## config.mk

```make
export PLATFORM = sky130hd
export DESIGN_NAME = multicycle_control
export DESIGN_NICKNAME = d
export VERILOG_FILES = /design/src/rtl/multicycle_control.sv
export SDC_FILE = /design/constraint.sdc
export NUM_CORES = 1
export LEC_CHECK = 0
export BUFFER_PORTS_ARGS = -buffer_cell sky130_fd_sc_hd__buf_2
export CELL_PAD_IN_SITES_DETAIL_PLACEMENT = 0
export CELL_PAD_IN_SITES_GLOBAL_PLACEMENT = 1
export CORE_ASPECT_RATIO = 0.5
export CORE_MARGIN = 8
export CORE_UTILIZATION = 41
export DETAILED_ROUTE_END_ITERATION = 8
export HOLD_SLACK_MARGIN = 0.06
export PLACE_DENSITY = 0.87
export SLEW_MARGIN = 20
export SYNTH_ARGS = -nofsm -noshare
export SYNTH_HDL_FRONTEND = slang
export SYNTH_SLANG_ARGS = --single-unit
```

## constraint.sdc

```tcl
create_clock -name clk -period 2.2 [get_ports clk]
set_input_delay 0.55 -clock clk [delete_from_list [all_inputs] [get_ports clk]]
set_output_delay 0.55 -clock clk [all_outputs]
set_load 0.1 [all_outputs]
```

## src/rtl/multicycle_control.sv

```systemverilog
// multicycle_control
//   Sequencing FSM for the multi-cycle RV64-subset core. It drives the
//   strobes and mux selects of a datapath that has one shared instruction
//   and data memory plus IR, oldPC, A/B and ALUOut registers. It also
//   handles the memory ready handshake, a memory-wait timeout, the halt on
//   an illegal opcode, and the cycle and retired-instruction counters.
//
// Ports
//   clk, reset        core clock, asynchronous active-low reset
//   opcode            IR[6:0]
//   mem_ready         shared memory completes its access this cycle
//   pcWrite/pcWriteCond/iorD/memRead/memWrite/irWrite/memToReg/regWrite
//                     datapath strobes (combinational from state)
//   aluOp/aluSrcA/aluSrcB/pcSource
//                     datapath selects (combinational from state)
//   state, halted     debug view of the FSM
//   err_timeout, err_illegal
//                     sticky error flags, cleared only by reset
//   cycle_count, instret
//                     free-running counters, wrap modulo 2^CNT_W
module multicycle_control #(
  parameter int MEM_TIMEOUT = 15,
  parameter int CNT_W       = 32
) (
  input  logic             clk,
  input  logic             reset,
  input  logic [6:0]       opcode,
  input  logic             mem_ready,
  output logic             pcWrite,
  output logic             pcWriteCond,
  output logic             iorD,
  output logic             memRead,
  output logic             memWrite,
  output logic             irWrite,
  output logic             memToReg,
  output logic             regWrite,
  output logic [1:0]       aluOp,
  output logic [1:0]       aluSrcA,
  output logic [1:0]       aluSrcB,
  output logic             pcSource,
  output logic [3:0]       state,
  output logic             halted,
  output logic             err_timeout,
  output logic             err_illegal,
  output logic [CNT_W-1:0] cycle_count,
  output logic [CNT_W-1:0] instret
);

  typedef enum logic [3:0] {
    S_FETCH    = 4'd0,
    S_DECODE   = 4'd1,
    S_MEM_ADDR = 4'd2,
    S_MEM_RD   = 4'd3,
    S_MEM_WB   = 4'd4,
    S_MEM_WR   = 4'd5,
    S_EXEC     = 4'd6,
    S_ALU_WB   = 4'd7,
    S_BRANCH   = 4'd8,
    S_HALT     = 4'd9
  } state_e;

  localparam logic [6:0] OP_LOAD   = 7'b0000011;
  localparam logic [6:0] OP_STORE  = 7'b0100011;
  localparam logic [6:0] OP_RTYPE  = 7'b0110011;
  localparam logic [6:0] OP_ITYPE  = 7'b0010011;
  localparam logic [6:0] OP_BRANCH = 7'b1100011;

  // The wait count reaches MEM_TIMEOUT on the cycle it would step from
  // MEM_TIMEOUT-1; a missing ready on that cycle halts the core.
  localparam logic [7:0] WAIT_LAST = 8'(MEM_TIMEOUT - 1);

  state_e             state_q, state_d;
  logic [7:0]         wait_q, wait_d;
  logic               err_to_q, err_to_d;
  logic               err_il_q, err_il_d;
  logic [CNT_W-1:0]   cyc_q, cyc_d;
  logic [CNT_W-1:0]   ret_q, ret_d;

  // Ungated decode of the current state
  logic       s_pcw, s_pcwc, s_iord, s_mrd, s_mwr, s_irw, s_m2r, s_rw, s_pcs;
  logic [1:0] s_aop, s_sa, s_sb;
  logic       in_mem;

  always_comb begin
    state_d  = state_q;
    wait_d   = 8'd0;
    err_to_d = err_to_q;
    err_il_d = err_il_q;
    cyc_d    = cyc_q;
    ret_d    = ret_q;
    s_pcw  = 1'b0; s_pcwc = 1'b0; s_iord = 1'b0; s_mrd = 1'b0;
    s_mwr  = 1'b0; s_irw  = 1'b0; s_m2r  = 1'b0; s_rw  = 1'b0;
    s_pcs  = 1'b0; s_aop  = 2'b00; s_sa  = 2'b00; s_sb  = 2'b00;
    in_mem = 1'b0;

    unique case (state_q)
      S_FETCH: begin
        in_mem = 1'b1;
        s_mrd  = 1'b1;
        s_sb   = 2'b01;
        if (mem_ready) begin
          s_irw   = 1'b1;
          s_pcw   = 1'b1;
          state_d = S_DECODE;
        end
      end
      S_DECODE: begin
        // Branch target (oldPC + imm<<1) is parked in ALUOut here
        s_sa = 2'b01;
        s_sb = 2'b11;
        unique case (opcode)
          OP_LOAD, OP_STORE: state_d = S_MEM_ADDR;
          OP_RTYPE, OP_ITYPE: state_d = S_EXEC;
          OP_BRANCH:          state_d = S_BRANCH;
          default: begin
            state_d  = S_HALT;
            err_il_d = 1'b1;
          end
        endcase
      end
      S_MEM_ADDR: begin
        s_sa    = 2'b10;
        s_sb    = 2'b10;
        state_d = (opcode == OP_STORE) ? S_MEM_WR : S_MEM_RD;
      end
      S_MEM_RD: begin
        in_mem = 1'b1;
        s_mrd  = 1'b1;
        s_iord = 1'b1;
        if (mem_ready) state_d = S_MEM_WB;
      end
      S_MEM_WB: begin
        s_rw    = 1'b1;
        s_m2r   = 1'b1;
        state_d = S_FETCH;
      end
      S_MEM_WR: begin
        in_mem = 1'b1;
        s_mwr  = 1'b1;
        s_iord = 1'b1;
        if (mem_ready) state_d = S_FETCH;
      end
      S_EXEC: begin
        s_sa = 2'b10;
        if (opcode == OP_RTYPE) begin
          s_sb  = 2'b00;
          s_aop = 2'b10;
        end else begin
          s_sb  = 2'b10;
          s_aop = 2'b11;
        end
        state_d = S_ALU_WB;
      end
      S_ALU_WB: begin
        s_rw    = 1'b1;
        state_d = S_FETCH;
      end
      S_BRANCH: begin
        s_sa    = 2'b10;
        s_aop   = 2'b01;
        s_pcwc  = 1'b1;
        s_pcs   = 1'b1;
        state_d = S_FETCH;
      end
      S_HALT:  state_d = S_HALT;
      default: state_d = S_HALT;
    endcase

    // Wait counter: only counts stalled memory cycles; ready wins over
    // the timeout on the same cycle.
    if (in_mem && !mem_ready) begin
      if (wait_q == WAIT_LAST) begin
        state_d  = S_HALT;
        err_to_d = 1'b1;
      end else begin
        wait_d = wait_q + 8'd1;
      end
    end

    if (state_q != S_HALT) cyc_d = cyc_q + 1'b1;

    if (state_d == S_FETCH &&
        (state_q == S_MEM_WB || state_q == S_MEM_WR ||
         state_q == S_ALU_WB || state_q == S_BRANCH))
      ret_d = ret_q + 1'b1;
  end

  always_ff @(posedge clk or negedge reset) begin
    if (!reset) begin
      state_q  <= S_FETCH;
      wait_q   <= 8'd0;
      err_to_q <= 1'b0;
      err_il_q <= 1'b0;
      cyc_q    <= '0;
      ret_q    <= '0;
    end else begin
      state_q  <= state_d;
      wait_q   <= wait_d;
      err_to_q <= err_to_d;
      err_il_q <= err_il_d;
      cyc_q    <= cyc_d;
      ret_q    <= ret_d;
    end
  end

  // Gating with reset drops every strobe the instant reset falls, before
  // the state register has had an edge to settle.
  assign pcWrite     = reset & s_pcw;
  assign pcWriteCond = reset & s_pcwc;
  assign iorD        = reset & s_iord;
  assign memRead     = reset & s_mrd;
  assign memWrite    = reset & s_mwr;
  assign irWrite     = reset & s_irw;
  assign memToReg    = reset & s_m2r;
  assign regWrite    = reset & s_rw;
  assign pcSource    = reset & s_pcs;
  assign aluOp       = reset ? s_aop : 2'b00;
  assign aluSrcA     = reset ? s_sa  : 2'b00;
  assign aluSrcB     = reset ? s_sb  : 2'b00;

  assign state       = state_q;
  assign halted      = (state_q == S_HALT);
  assign err_timeout = err_to_q;
  assign err_illegal = err_il_q;
  assign cycle_count = cyc_q;
  assign instret     = ret_q;

endmodule

```

# Word level (Yosys, flattened, before mapping)

Cells that the tools add are included.

Div/mod/pow operators: 0
Shift-type cells: 0
Add/sub/neg operators: 3
Bitwise operators: 8
Multiply operators: 0
Mux-type cells: 27
Magnitude comparators: 0
Reduce and logical (&&, ||, !) cells: 19
Equality and inequality tests: 16

Operators by type and width:

| cell                    | count |
|---|---|
| $add A32 B1 Y32 const B | 2 |
| $pmux W4 S7             | 1 |
| $mux W4                 | 5 |
| $eq A4 B3 Y1 const B    | 4 |
| $mux W8                 | 2 |
| $eq A7 B6 Y1 const B    | 2 |
| $pmux W4 S3             | 1 |
| $mux W1                 | 10 |
| $reduce_or A2 Y1        | 5 |
| $reduce_or A3 Y1        | 3 |
| $add A8 B1 Y8 const B   | 1 |
| $eq A4 B2 Y1 const B    | 2 |
| $eq A4 B4 Y1 const B    | 2 |
| $eq A8 B4 Y1 const B    | 1 |
| $logic_not A4 Y1        | 2 |
| $mux W2                 | 4 |
| $pmux W2 S2             | 2 |
| $pmux W2 S4             | 1 |
| $and A1 B1 Y1           | 7 |
| $eq A7 B2 Y1 const B    | 1 |
| $eq A7 B5 Y1 const B    | 1 |
| $eq A7 B7 Y1 const B    | 1 |
| $reduce_or A5 Y1        | 1 |
| $eq A4 B1 Y1 const B    | 1 |
| 7 further kinds         | 11 |

Memories kept: 0
Output and inout bits: 86
Bits in read-only memories: 0
Word-level logic and storage cells: 79
Register bits: 78
Memory bits (writable): 0
Bits in latches: 0

# Depth between registers and ports, before layout

Gate-level depths: netlist of the first run.

Depth in word-level cells: 8
Depth in mapped cells: 6
Gate-level depth less buffers: 5

# Worst setup path before layout of the first run

Ideal clock, no wire load.

Kind: flip-flop to output port
Start: register state_q[0] (netlist: state[0])
End: output port memRead
Arrival time: 4385 ps
Buffers on the path: 1
Setup slack: -2735 ps
Cell stages (with the launch flop): 5
Path through: dfrtp_1 -> clkbuf_1 -> nand2b_1 -> nand2_1 -> nor4_1

Longest elaborated chain between the ends: 4

RTL lines:

| what                                                    | line | source |
|---|---|---|
| start: declaration                                      | 72   | `state_e state_q, state_d;` |
| start signal: assignment                                | 197  | `state_q <= state_d;` |
| $eq A4 B2 Y1 / $logic_not A4 Y1 (equally long branches) | 96   | `unique case (state_q)` |
| $reduce_or A2 Y1 (no source line) (*)                   | -    |  |
| $mux W1 (*)                                             | 96   |  |
| $and A1 B1 Y1 (*)                                       | 211  | `assign memRead = reset & s_mrd;` |
| end: declaration                                        | 32   | `output logic memRead,` |

Mark *: on every way between the ends. The rest lies on a longest branch, timed or not.

# Final worst setup path of the first run

Start: input port opcode[1]
End: output port aluOp[0]

Longest elaborated chain between the ends: 4

RTL lines:

| what               | line | source |
|---|---|---|
| start: declaration | 27   | `input logic [6:0] opcode,` |
| $eq A7 B6 Y1       | 145  | `if (opcode == OP_RTYPE) begin` |
| $mux W1            | 145  |  |
| $pmux W2 S2        | 96   |  |
| $mux W2            | 217  | `assign aluOp = reset ? s_aop : 2'b00;` |
| end: declaration   | 37   | `output logic [1:0] aluOp,` |

No other way between the ends.

==> impl_metrics.ini, run 1 <==
[cells_and_area]
final_nets = 525
layout_commonest_cell = buf_2
area_growth_pct = 41.8
fill_cells = 799
fraction_of_layout_cells_with_a_size_suffix_above_1 = 0.415
final_core_utilization = 0.603
layout.cells.most_common_list = 76 x buf_2, 53 x xor2_1, 42 x dfrtp_1

[yosys]
average_instance_area_after_synthesis_um2 = 10.3
synth.cell_area_um2 = 4060
ys_ff_latch = 78
synth_cell_type_count = 49
ys.warnings.count = 0
synth_largest_type_area_fraction = 0.481
synth_enable_flop_cells = 0
most_frequently_used_flop_master_after_synthesis = dfrtp_1
netlist_top_cells_area = dfrtp_1 48%, xor2_1 11%, xnor2_1 3.9%
yosysTopAreaCell = dfrtp_1
synth_sequential_area_ratio = 0.481
mappedNetlistNets = 409
async_reset_ff_frac = 1.00
synthCells = 395

[floorplan]
die_w_um = 157
coreArea_um2 = 9540
top_level_ports = 96
start_util = 0.425
dieArea_um2 = 13500
std_cell_rows = 25
die_height_um = 86.3

[power]
power.ir.vdd_worst_uv = 860
logic_gate_share_of_total_power = 0.473
power.share.sequential = 0.275
clock_power_share = 0.252
reported_net_switching_power_mw = 3.04
static_power_due_to_leakage_nw = 2.82
p_int_mw = 3.71
totalPowerFinal_mw = 6.75
power-per-cell-area_nw_per_um2 = 1170
power_switching_share = 0.451

[setup_path]
depth_of_the_most_critical_reg_to_reg_path = 7
critPathLaunch = opcode[1]
reg2reg_from = state[1]
data_arrival_time_of_the_worst_path_ns = 1.67
r2r-end = instret[26]
timing.critical_path.to_type = output pin
regToRegSetupSlack_ns = 0.12
required_ns = 1.65
worst_setup_path_start_kind = primary input
critPathCapture = aluOp[0]
critPathMaxFanout = 3
worst-setup-path-type = primary input to output pin

[timing]
period_share = 1.01
setup_slack_ns = -0.0208
finalSetupViolations = 1
fin_setup_tns_ns = -0.0208
post-route-min-period_ns = 2.22
max_freq_mhz = 450
pin_slew_with_the_least_headroom_to_its_limit_ns = 0.544
fin_worst_skew_ns = 0.00899
timing.final.hold_violations = 0
final-max-slew-violation-count = 0
rsz_0062_raised_after_global_routing = true
max_slew_margin = 0.637
worst_hold_slack_ns = 0.343

[grt]
grt_start_max_net_pins = 44
grt_pass1_vias = 3402
track_usage = 0.153
grt_first_pass_wirelength_um = 16700
grt_antenna_before_repair = 0
aggregate_global_routing_overflow = 0

[clocking]
worstSkewPairLatency_ns = 0.33
holdBufCountCts = 0
numCtsBuffers = 9
cts_h_tree_depth = 3
cts.sink_count = 78
cts-root-buf = clkbuf_16
clk_path_buf_depth = 2
cts_tree = yes
clk_pin_slew_worst_paths_ns = 0.06

[detailed_routing]
drt_pre_antenna_iters = 4
postRouteWirelength_um = 9990
route.antenna.remaining_nets = 0
detail_route.iter0.violations = 100
drt_drc_violations_left = 0
vias = 3368
wl_per_cell_um = 15.3
via_per_inst = 5.17

[run]
max_cap_viols = 0

[outcome]
violations = negative setup slack
outcome = finished with violations

[place]
dp_hpwl_um = 7110
portBuffers = 95
dp_worst_setup_slack_ns = -0.0815
gp_congestion = 0.798

[hold_path]
hold_class = primary input to asynchronous set/reset pin
[per-stage QoR]
| step | cell area (µm²) | instances |
|---|---|---|
| floorplan | 4370 | 395 |
| global placement | 5220 | 620 |
| detailed placement | 5220 | 620 |
| CTS | 5680 | 649 |
| global route | 5750 | 651 |
| finish | 5750 | 652 |
[layout make-up]
type,count,area [µm²],area share
Antenna cell,1,2.50,0.000435
Inverter,8,37.5,0.00653
Tap cell,135,169,0.0294
Multi-Input combinational cell,291,2210,0.385
Clock inverter,4,95.1,0.0165
Clock buffer,12,246,0.0429
Sequential cell,78,2010,0.350
Timing Repair Buffer,123,973,0.169
[synth_stat cells (8+ instances only)]
library cell / count
nand3_1: 14
nor3_1: 24
xor2_1: 53
dfrtp_1: 78
and3_1: 11
nor4_1: 11
nand4_1: 18
inv_1: 8
and4_1: 12
xnor2_1: 18
nand2_1: 38
nor2_1: 26
[logic make-up (layout without fill, tap and decap cells)]
group,count (synthesis),after routing,share of synthesized area
xor gates and xnor gates,71,71,0.153
muxes,1,1,0.00247
other,0,1,0
and+or+nand+nor,194,194,0.282
adders and majority gates,4,4,0.0123
DFF,78,78,0.481
AOI/OAI and AO/OA,21,21,0.0386
buffers and inverters,26,147,0.0302
[flip-flops by register name, indices dropped and copies added (netlist names)]
signal,cells
cycle_count,32
instret,32
wait_q,8
state,4
err_illegal,1
err_timeout,1
[worst min path at each step]
stage | startpoint | end | slack, ns | depth (start not counted)
after floorplan | reset | cycle_count[10] | 0.25 | 0
after global placement | err_illegal | err_illegal | 0.45 | 1
after detailed placement | err_illegal | err_illegal | 0.45 | 1
after CTS | reset | wait_q[6] | 0.35 | 2
after global routing | reset | wait_q[0] | 0.38 | 2
final | reset | err_illegal | 0.34 | 2
[critical path, stage by stage]
cell and delay [ns]:
buf_6 0.09, nor4bb_4 0.15, and3b_2 0.23, a211o_1 0.29, a21oi_4 0.17, buf_12 0.19
[power groups by stage]
| stage | Clock [mW] | Combinational [mW] | Sequential (mW) |
|---|---|---|---|
| 2_1_floorplan | 0 | 1.45 | 2.75 |
| 3_3_place_gp | 0 | 2.98 | 1.91 |
| 3_5_place_dp | 0 | 2.99 | 1.91 |
| 4_1_cts | 1.74 | 3.15 | 1.84 |
| 5_1_grt | 1.79 | 3.35 | 1.89 |
| 6_report | 1.70 | 3.19 | 1.86 |
[metal layers]
| layer | routed length, µm | part of all wire | track usage |
|---|---|---|---|
| met1 | 4540 | 0.45 | 0.191 |
| met2 | 4880 | 0.49 | 0.257 |
| met3 | 491 | 0.049 | 0.0407 |
| met4 | 78 | 0.0078 | 0.0407 |
| met5 | 0 | 0 | 0 |
[repair_timing]
action	4_1_cts	5_1_grt
gates resized for setup	5	10
endpoints found under the setup margin	10	11
gates cloned	0	0
pin swaps	3	10
buffers inserted	13	2
No activity file was read; power rests on OpenSTA's default activity.
==> run 2: changes to the inputs <==
--- a/config.mk
+++ b/config.mk
@@ -13,7 +13,7 @@
 export CORE_UTILIZATION = 41
 export DETAILED_ROUTE_END_ITERATION = 8
 export HOLD_SLACK_MARGIN = 0.06
-export PLACE_DENSITY = 0.87
+export PLACE_DENSITY_LB_ADDON = 0.1
 export SLEW_MARGIN = 20
 export SYNTH_ARGS = -nofsm -noshare
 export SYNTH_HDL_FRONTEND = slang
==> run 2 against run 1 <==
Net effect:
- highest routed layer unchanged
- fmax rose by 0.23%
- sequential share of layout area rose by 0.91 points
- largest cell class unchanged
- the flow still finishes with violations (negative setup slack)
- combinational power fell by 3%
==> impl_metrics.ini, run 2 (same netlist as run 1, synthesis figures left out) <==
[timing]
period_share = 1.01
max_slew_margin = 0.525
final-max-slew-violation-count = 0
pin_slew_with_the_least_headroom_to_its_limit_ns = 0.713
rsz_0062_raised_after_global_routing = true
fin_worst_skew_ns = 0.00945
fin_setup_tns_ns = -0.0406
post-route-min-period_ns = 2.22
max_freq_mhz = 451
finalSetupViolations = 3
setup_slack_ns = -0.0156
worst_hold_slack_ns = 0.279
timing.final.hold_violations = 0

[grt]
grt_start_max_net_pins = 57
grt_antenna_before_repair = 0
grt_first_pass_wirelength_um = 16800
track_usage = 0.152
aggregate_global_routing_overflow = 0
grt_pass1_vias = 3322

[power]
reported_net_switching_power_mw = 3.03
p_int_mw = 3.29
power.share.sequential = 0.295
clock_power_share = 0.213
logic_gate_share_of_total_power = 0.492
static_power_due_to_leakage_nw = 2.75
power_switching_share = 0.480
power-per-cell-area_nw_per_um2 = 1130
power.ir.vdd_worst_uv = 787

[clocking]
clk_path_buf_depth = 2
clk_pin_slew_worst_paths_ns = 0.06
cts-root-buf = clkbuf_16
cts_h_tree_depth = 3
worstSkewPairLatency_ns = 0.34
cts_tree = yes
holdBufCountCts = 0
numCtsBuffers = 9
cts.sink_count = 78

[detailed_routing]
drt_pre_antenna_iters = 4
detail_route.iter0.violations = 123
postRouteWirelength_um = 9970
route.antenna.remaining_nets = 0
drt_drc_violations_left = 0
via_per_inst = 5.11
vias = 3293
wl_per_cell_um = 15.5

[cells_and_area]
seq_area_um2 = 2010
final_nets = 518
num_antenna_cells = 0
layout.cells.most_common_list = 75 x buf_2, 53 x xor2_1, 42 x dfrtp_1
final_core_utilization = 0.588
fraction_of_layout_cells_with_a_size_suffix_above_1 = 0.407
area_growth_pct = 38.2
layout_commonest_cell = buf_2
multiInputGateArea_um2 = 2200
fill_cells = 824

[outcome]
violations = negative setup slack
outcome = finished with violations

[floorplan]
die_height_um = 86.3
coreArea_um2 = 9540
top_level_ports = 96
dieArea_um2 = 13500
std_cell_rows = 25
start_util = 0.425
die_w_um = 157

[setup_path]
reg2reg_from = state[1]
data_arrival_time_of_the_worst_path_ns = 1.67
critPathMaxFanout = 3
worst_setup_path_start_kind = primary input
regToRegSetupSlack_ns = 0.29
r2r-end = instret[19]
worst-setup-path-type = primary input to output pin
timing.critical_path.to_type = output pin
required_ns = 1.65
depth_of_the_most_critical_reg_to_reg_path = 6

[place]
portBuffers = 95
gp_congestion = 0.749
dp_hpwl_um = 7140

[run]
max_cap_viols = 0

[hold_path]
hold_class = primary input to asynchronous set/reset pin
run 2: how the worst max path moves through the flow:
stage / start / to / slack, ns / cells after the start
2_1_floorplan: state[1] / memRead / -0.53 / 5
3_3_place_gp: opcode[3] / aluSrcB[1] / -0.07 / 6
3_5_place_dp: opcode[3] / aluSrcB[1] / -0.09 / 6
4_1_cts: state[1] / halted / -0.05 / 3
5_1_grt: state[0] / memRead / -0.08 / 4
6_report: opcode[0] / aluSrcB[1] / -0.02 / 6
run 2: final cells by class:
cell class                 instances  area share
clock buffer                      11      0.0415
tap                              135      0.0301
sequential                        78       0.359
clock inverter                     5     0.00647
inverter                           8     0.00647
multi-input combinational        291       0.393
timing repair buffer             116       0.163
run 2: critical path, stage by stage:
cell	delay (ns)
buf_6	0.09
nor4bb_4	0.15
and3b_2	0.24
and3_4	0.18
o32ai_4	0.24
buf_12	0.21
run 2: metrics by stage:
stage	cell area, µm²	total power, mW	instances	setup WS (ns)
finish	5610	6.32	644	-0.0156
floorplan	4370	4.20	395	-0.530
global route	5610	6.62	644	-0.0811
detailed placement	5220	4.89	622	-0.0926
CTS	5540	6.31	640	-0.0459
global placement	5220	4.89	622	-0.0708
run 2: repair_timing:
action                                  CTS  global route
setup buffers                             2             4
pin swaps                                 8             3
hold endpoints to repair                  0             0
endpoints found under the setup margin   11             9
gates resized for setup                   9             6
gates cloned                              0             0
run 2: power by group through the flow:
stage	clock network, mW	logic, mW	registers [mW]
after floorplan	0	1.45	2.75
after global placement	0	2.98	1.91
after detailed placement	0	2.98	1.91
after CTS	1.38	3.05	1.88
after global routing	1.45	3.27	1.90
final	1.35	3.11	1.87
run 2: routing by layer:
metal	global-route usage	part of all wire	vias up
met2	0.246	0.47	77
met5	0	0	-
met3	0.0566	0.056	4
met1	0.193	0.47	1602
li1	-	-	1610
met4	0.0286	0.0042	0
==> run 3: changes to the inputs <==
--- a/config.mk
+++ b/config.mk
@@ -14,6 +14,7 @@
 export DETAILED_ROUTE_END_ITERATION = 8
 export HOLD_SLACK_MARGIN = 0.06
 export PLACE_DENSITY_LB_ADDON = 0.1
+export SETUP_SLACK_MARGIN = 0.15
 export SLEW_MARGIN = 20
 export SYNTH_ARGS = -nofsm -noshare
 export SYNTH_HDL_FRONTEND = slang
==> run 3 against run 2 <==
Net effect:
- the run still ends with negative setup slack left
- cell area rose by 6.7%
- clock skew is 0.0025 ns lower
- global-route usage increased by 0.61 points
- die area is the same
- wire length grew 5.8%
- count of clock-buffer cells in the layout is the same
- setup slack got worse by 0.0020 ns
- hold slack lost 0.014 ns
- critical path depth stayed put
- critical path type unchanged
==> impl_metrics.ini, run 3 (same netlist as run 1, synthesis figures left out) <==
[detailed_routing]
drt_pre_antenna_iters = 4
via_per_inst = 5.07
drt_drc_violations_left = 0
postRouteWirelength_um = 10500
detail_route.iter0.violations = 136
route.antenna.remaining_nets = 0
vias = 3378
wl_per_cell_um = 15.8

[timing]
max_slew_margin = 0.474
pin_slew_with_the_least_headroom_to_its_limit_ns = 0.789
final-max-slew-violation-count = 0
max_freq_mhz = 451
worst_hold_slack_ns = 0.265
period_share = 1.01
finalSetupViolations = 2
rsz_0062_raised_after_global_routing = true
post-route-min-period_ns = 2.22
setup_slack_ns = -0.0176
fin_worst_skew_ns = 0.00690
timing.final.hold_violations = 0

[power]
power-per-cell-area_nw_per_um2 = 1130
power.ir.vdd_worst_uv = 853
static_power_due_to_leakage_nw = 2.87

[cells_and_area]
area_growth_pct = 47.5
final_nets = 540
layout.cells.most_common_list = 74 x buf_2, 52 x xor2_1, 42 x dfrtp_2
final_core_utilization = 0.627
num_antenna_cells = 0
post_layout_nonfiller_instances = 666
layout_commonest_cell = buf_2
fraction_of_layout_cells_with_a_size_suffix_above_1 = 0.478

[grt]
grt_pass1_vias = 3449
grt_antenna_before_repair = 0
grt_first_pass_wirelength_um = 17500
aggregate_global_routing_overflow = 0
grt_start_max_net_pins = 63
track_usage = 0.158

[run]
max_cap_viols = 0

[floorplan]
dieArea_um2 = 13500
coreArea_um2 = 9540
start_util = 0.425
std_cell_rows = 25
die_w_um = 157
die_height_um = 86.3
top_level_ports = 96

[setup_path]
worst-setup-path-type = primary input to output pin
worst_setup_path_start_kind = primary input
required_ns = 1.65
data_arrival_time_of_the_worst_path_ns = 1.67
timing.critical_path.to_type = output pin
critPathMaxFanout = 3

[clocking]
cts_h_tree_depth = 3
cts_tree = yes
worstSkewPairLatency_ns = 0.33
cts-root-buf = clkbuf_16
cts.sink_count = 78
clk_pin_slew_worst_paths_ns = 0.06
numCtsBuffers = 9
clk_path_buf_depth = 2

[place]
dp.cells = 625
gp_congestion = 0.731
portBuffers = 95
dp_hpwl_um = 7190

[outcome]
violations = negative setup slack
outcome = finished with violations

[hold_path]
hold_class = primary input to asynchronous set/reset pin
==> run 3: power breakdown <==
group          internal [mW]  switching, mW  leakage (nW)
registers               1.62          0.238         0.986
clock network          0.881          0.576         0.140
logic                   1.12           2.33          1.75
total                   3.63           3.14          2.87
==> run 3: final timing paths <==
check / start / end / slack [ns] / depth (start not counted)
max: opcode[3] / aluSrcB[1] / -0.02 / 6
max in group asynchronous: reset / cycle_count[1] / 1.10 / 2
max reg2reg: state[3] / cycle_count[28] / 0.22 / 7
min reg2reg: cycle_count[31] / cycle_count[31] / 0.46 / 1
min in group clk: cycle_count[31] / cycle_count[31] / 0.46 / 1
min: reset / state[1] / 0.26 / 2
==> run 3: worst max-delay path: stages <==
cell and delay [ns]:
buf_2 0.11, nor4bb_4 0.29, and3b_2 0.26, and3_4 0.20, o32ai_4 0.08, buf_12 0.17
==> run 3: layout make-up <==
type	instances	area (µm²)
Clock buffer	11	233
Sequential cell	78	2030
Tap cell	135	169
Inverter	8	33.8
Timing Repair Buffer	138	1150
Clock inverter	5	60.1
Multi-Input combinational cell	291	2310
Fill cell	776	3560
==> run 3: metrics by stage <==
step,setup WS (ns),setup TNS (ns),area (µm²),power (mW)
2_1_floorplan,-0.530,-2.35,4410,4.23
3_3_place_gp,-0.0645,-0.0779,5270,4.94
3_5_place_dp,-0.0667,-0.0869,5270,4.96
4_1_cts,-0.0122,-0.0207,5820,6.76
5_1_grt,-0.0875,-0.194,5980,7.07
6_report,-0.0176,-0.0340,5980,6.77
==> run 3: layer usage <==
layer  part of all wire  global-route usage
met4             0.0066              0.0364
met3              0.052              0.0417
met1               0.46               0.202
met5                  0                   0
met2               0.49               0.265
==> run 3: repair_timing <==
| action | in CTS | in global routing |
|---|---|---|
| pin swaps | 16 | 7 |
| gates resized for setup | 21 | 20 |
| setup buffers | 21 | 4 |
| setup endpoints to repair | 17 | 29 |
| hold buffers | 0 | 0 |
